### config.mk
export PLATFORM = sky130hd
export DESIGN_NAME = mem_access_unit
export DESIGN_NICKNAME = d
export VERILOG_FILES = /design/src/rtl/mem_access_unit.sv
export SDC_FILE = /design/constraint.sdc
export NUM_CORES = 1
export LEC_CHECK = 0
export ABC_AREA = 1
export CELL_PAD_IN_SITES_DETAIL_PLACEMENT = 1
export CELL_PAD_IN_SITES_GLOBAL_PLACEMENT = 2
export CORE_MARGIN = 1.5
export CORE_UTILIZATION = 23
export CTS_CLUSTER_SIZE = 24
export DETAILED_ROUTE_END_ITERATION = 12
export PLACE_DENSITY = 0.81
export SLEW_MARGIN = 10
export SYNTH_ARGS = -nofsm -noshare
export SYNTH_HDL_FRONTEND = slang
export SYNTH_SLANG_ARGS = --single-unit
### constraint.sdc
create_clock -name clock -period 2.3 [get_ports clock]
set_clock_uncertainty 0.1 [all_clocks]
set_input_delay 0.345 -clock clock [delete_from_list [all_inputs] [get_ports clock]]
set_output_delay 0.345 -clock clock [all_outputs]
set_load 0.03 [all_outputs]
### src/rtl/mem_access_unit.sv
// rtl/mem_access_unit.sv - MEM-stage data memory initiator with stall, timeout and sticky error code
module mem_access_unit #(
    parameter int TIMEOUT = 64,
    parameter int CNT_W   = 16
) (
    input  logic        clock,
    input  logic        reset,
    input  logic        MemRead,
    input  logic        MemWrite,
    input  logic [31:0] Address,
    input  logic [31:0] WriteData,
    output logic        stall,
    output logic        done,
    output logic [31:0] ReadData,
    output logic [1:0]  err_code,
    output logic        req_valid,
    input  logic        req_ready,
    output logic        req_write,
    output logic [31:0] req_address,
    output logic [31:0] req_wdata,
    input  logic        resp_valid,
    input  logic [31:0] resp_rdata
);

    typedef enum logic [1:0] {S_IDLE, S_REQ, S_WAIT, S_DONE} state_t;

    localparam logic [CNT_W-1:0] CNT_LAST = CNT_W'(TIMEOUT - 1);

    state_t           state, next_state;
    logic [CNT_W-1:0] cnt;
    logic             start, conflict, misaligned, active, complete, expire;

    always_comb begin
        conflict   = MemRead & MemWrite;
        start      = (MemRead ^ MemWrite) && (Address[1:0] == 2'b00);
        misaligned = (MemRead ^ MemWrite) && (Address[1:0] != 2'b00);
        active     = (state == S_REQ) || (state == S_WAIT);
        // A response together with acceptance in REQ counts as completion.
        complete   = ((state == S_REQ) && req_ready && resp_valid) ||
                     ((state == S_WAIT) && resp_valid);
        expire     = active && (cnt == CNT_LAST) && !complete;
    end

    assign req_valid = (state == S_REQ);
    assign done      = (state == S_DONE);
    assign stall     = ((state == S_IDLE) && start) || active;

    always_comb begin
        next_state = state;
        case (state)
            S_IDLE: if (start) next_state = S_REQ;
            S_REQ: begin
                if (complete || expire) next_state = S_DONE;
                else if (req_ready)     next_state = S_WAIT;
            end
            S_WAIT: if (complete || expire) next_state = S_DONE;
            S_DONE: next_state = S_IDLE;
            default: next_state = S_IDLE;
        endcase
    end

    always_ff @(posedge clock) begin
        if (reset) begin
            state       <= S_IDLE;
            cnt         <= '0;
            req_write   <= 1'b0;
            req_address <= '0;
            req_wdata   <= '0;
            ReadData    <= '0;
            err_code    <= 2'd0;
        end else begin
            state <= next_state;
            case (state)
                S_IDLE: begin
                    if (start) begin
                        cnt         <= '0;
                        req_write   <= MemWrite;
                        req_address <= {Address[31:2], 2'b00};
                        req_wdata   <= WriteData;
                    end else if (conflict && err_code == 2'd0) begin
                        err_code <= 2'd1;
                    end else if (misaligned && err_code == 2'd0) begin
                        err_code <= 2'd2;
                    end
                end
                S_REQ, S_WAIT: begin
                    if (cnt != CNT_LAST)
                        cnt <= cnt + CNT_W'(1);
                    if (complete) begin
                        if (!req_write)
                            ReadData <= resp_rdata;
                    end else if (expire) begin
                        if (!req_write)
                            ReadData <= '0;
                        if (err_code == 2'd0)
                            err_code <= 2'd3;
                    end
                end
                default: ;
            endcase
        end
    end

endmodule
==> results.md <==
* Status: finished clean
* PwrDens at 917.6 nW/um^2
* Layout area overhead at 60.45%
* Die Area at 21430 sq um
* Starting DRT DRC Count at 126
* Distinct cells, synth at 36
* Worst VDD drop at 0.0005712 V
* Dpl ws at 37.82 ps
* Max Transition Viols Final at 0
* Via/cell ratio at 4.325
* Nets at 891
* Part of the cycle the worst path needs at 0.9382
* Ys async rst share at 0
* Synthesized instance count at 581
* Critical Path Sink Type: output port
* Post-DP HPWL at 10.23 mm
* Register area share after synthesis at 0.4868
* Syn_area_per_cell at 8.140 sq um
* Post-route ant nets at 0
* Detailed-route via count at 4598
* First-pass GRT wire length at 24.72 mm
* Die width at 146.4 microns
* Multi-input gate area at 2152 sq um
* Synth cell count leaders: nor2_1 (191), dfxtp_1 (115), o21ai_0 (70), nand2_1 (39), a22oi_2 (30)
* Worst endpoint data arrival time at 1710 ps
* Max-cap violations at 0
* # diodes at 0
* Cts bufs inserted at 17
* CP Class: flop to output port
* Rows at 52
* CTS Hold Bufs at 0
* Synthesized area at 4730 sq um
* Worst setup margin at 142.1 ps
* EDFF count, synth at 0
* GPL Wtd Cong at 0.7215
* Top cell type's share of synthesized area at 0.4868
* Crit Path Max Fanout at 5
* TritonCTS clock tree: yes
* HP Class: flop to flop
* Port buffer count at 201
* DR pass1 iterations at 4
* Initial Util at 0.2337
* Initial antenna violation count at 0
* Yosys reg bits at 115
* Grt total ovfl at 0
* Tmin final at 2158 ps
* Startpoint Class: flop
* H-Tree Level Count at 4
* Worst skew pair latency at 410 ps
* Main synth FF type: dfxtp_1
* Drt wl/cell at 13.95 microns
* Power Total at 0.006964 W
* CTS clk-pin slew, worst paths at 50 ps
* Final hold viol count at 0
* Drt drc at 0
* Total wire length at 14.83 mm
* Yosys warns at 0
* Most area-hungry cell type in the Yosys netlist: dfxtp_1
* Total GRT Usage at 0.1432
* Number of global-route vias before repair at 4783
* Share of cells above drive strength 1 at 0.1211
* Fmax at 0.4634 GHz
* RSZ-0062 raised after global routing: false
* Setup TNS at 0 ps
* I/O Pins at 204
* Final setup fails at 0
* Root Buffer: clkbuf_16
* Layout filler cell count at 2388
* Clock sink total at 115
* Data required, critical path at 1860 ps
* DIE HEIGHT at 146.4 microns
* Core area at 20230 sq um
* Register Area at 2302 sq um
* Clock Tree Buf Depth at 2
* Largest cells by area after synthesis: dfxtp_1 (49%), nor2_1 (15%), a22oi_2 (7.9%), o21ai_0 (7.4%), nand2_1 (3.1%)
* Top-count cell post-synth: nor2_1
* Leakage power at 2.930 nW
* Largest net degree at the start of global routing at 63
-- final timing paths --
check             cells past startpoint            to  slack (ps)         start
setup / recovery                      3          done         140      state[0]
hold reg to reg                       2  ReadData[12]         400  ReadData[12]
setup reg to reg                     11   ReadData[5]         240      state[1]
hold / removal                        2  ReadData[12]         400  ReadData[12]
-- critical path, cell delays in order (launching register included) --
cell	delay (ps)
dfxtp_1	320
buf_4	140
ha_1	150
clkdlybuf4s50_1	700
-- flip-flops by register name, summed over array words and instances (netlist names) --
| register | count |
|---|---|
| ReadData | 32 |
| req_wdata | 32 |
| req_address | 30 |
| cnt | 16 |
| err_code | 2 |
| state | 2 |
| req_write | 1 |
-- metrics by stage --
stage	hold slack (ps)	instance area (sq um)	utilization	std cells
after floorplan	369.3	4733	-	582
final	395.9	7589	0.3750	1063
after global placement	378.9	7053	0.3486	1032
after global routing	411.3	7589	0.3750	1063
after CTS	396.3	7580	0.3746	1063
after detailed placement	391.7	7053	0.3486	1032
-- cell usage in the layout (no fill, tap or decap), types with 2 or more instances in the layout --
master | netlist | layout
nand3_1 | 15 | 15
a21oi_1 | 14 | 14
clkbuf_16 | 0 | 17
inv_6 | 1 | 3
inv_1 | 22 | 21
ha_1 | 8 | 8
buf_12 | 0 | 4
nand2_1 | 39 | 39
nor3_1 | 7 | 7
nor2_2 | 2 | 2
buf_4 | 5 | 11
conb_1 | 1 | 2
nand2_4 | 3 | 2
a22oi_2 | 30 | 30
inv_2 | 2 | 2
nand2_2 | 3 | 3
nor2_1 | 191 | 190
clkdlybuf4s50_1 | 0 | 199
clkinv_4 | 0 | 2
nor2_4 | 2 | 3
a22oi_1 | 2 | 2
nand4_1 | 5 | 5
clkinvlp_4 | 0 | 4
dfxtp_1 | 115 | 115
o21ai_0 | 70 | 70
clkinv_2 | 0 | 4
-- per-layer routing --
layer	vias up	track usage	part of all wire
li1	2299	-	-
met1	2151	0.1779	0.44
met2	134	0.2187	0.45
met3	14	0.06094	0.088
met4	0	0.05606	0.016
met5	-	0	0
-- cell families (layout without fill, tap and decap cells) --
family / after synthesis / in the layout / synth area share
DFF: 115 / 115 / 0.4868
xor gates and xnor gates: 1 / 1 / 0.001852
adders and majority gates: 8 / 8 / 0.02116
AOI/OAI and AO/OA: 122 / 122 / 0.1823
other: 1 / 2 / 0.0007929
and+or+nand+nor: 273 / 273 / 0.2434
buffers and inverters: 61 / 272 / 0.06376
-- area by class of cell --
type                    instances  area share
clock buffers                  19     0.05837
clock inverters                12     0.01121
inverters                      26     0.01385
multi-input cells             406      0.2836
flip-flops and latches        115      0.3034
well taps                     270     0.04452
repair buffers                215      0.2851
-- repair_timing --
| action | 4_1_cts | 5_1_grt |
|---|---|---|
| endpoints found under the setup margin | 1 | 6 |
| setup buffers | 0 | 0 |
| gates resized for setup | 1 | 1 |
-- report_power, final --
group | leakage, nW | internal, W | total (W) | switching (W)
clock | 0.251 | 0.00140 | 0.00236 | 0.000966
combinational | 1.74 | 0.000923 | 0.00228 | 0.00136
sequential | 0.934 | 0.00220 | 0.00232 | 0.000118
total | 2.93 | 0.00452 | 0.00696 | 0.00244
No activity file was read; power rests on OpenSTA's default activity.
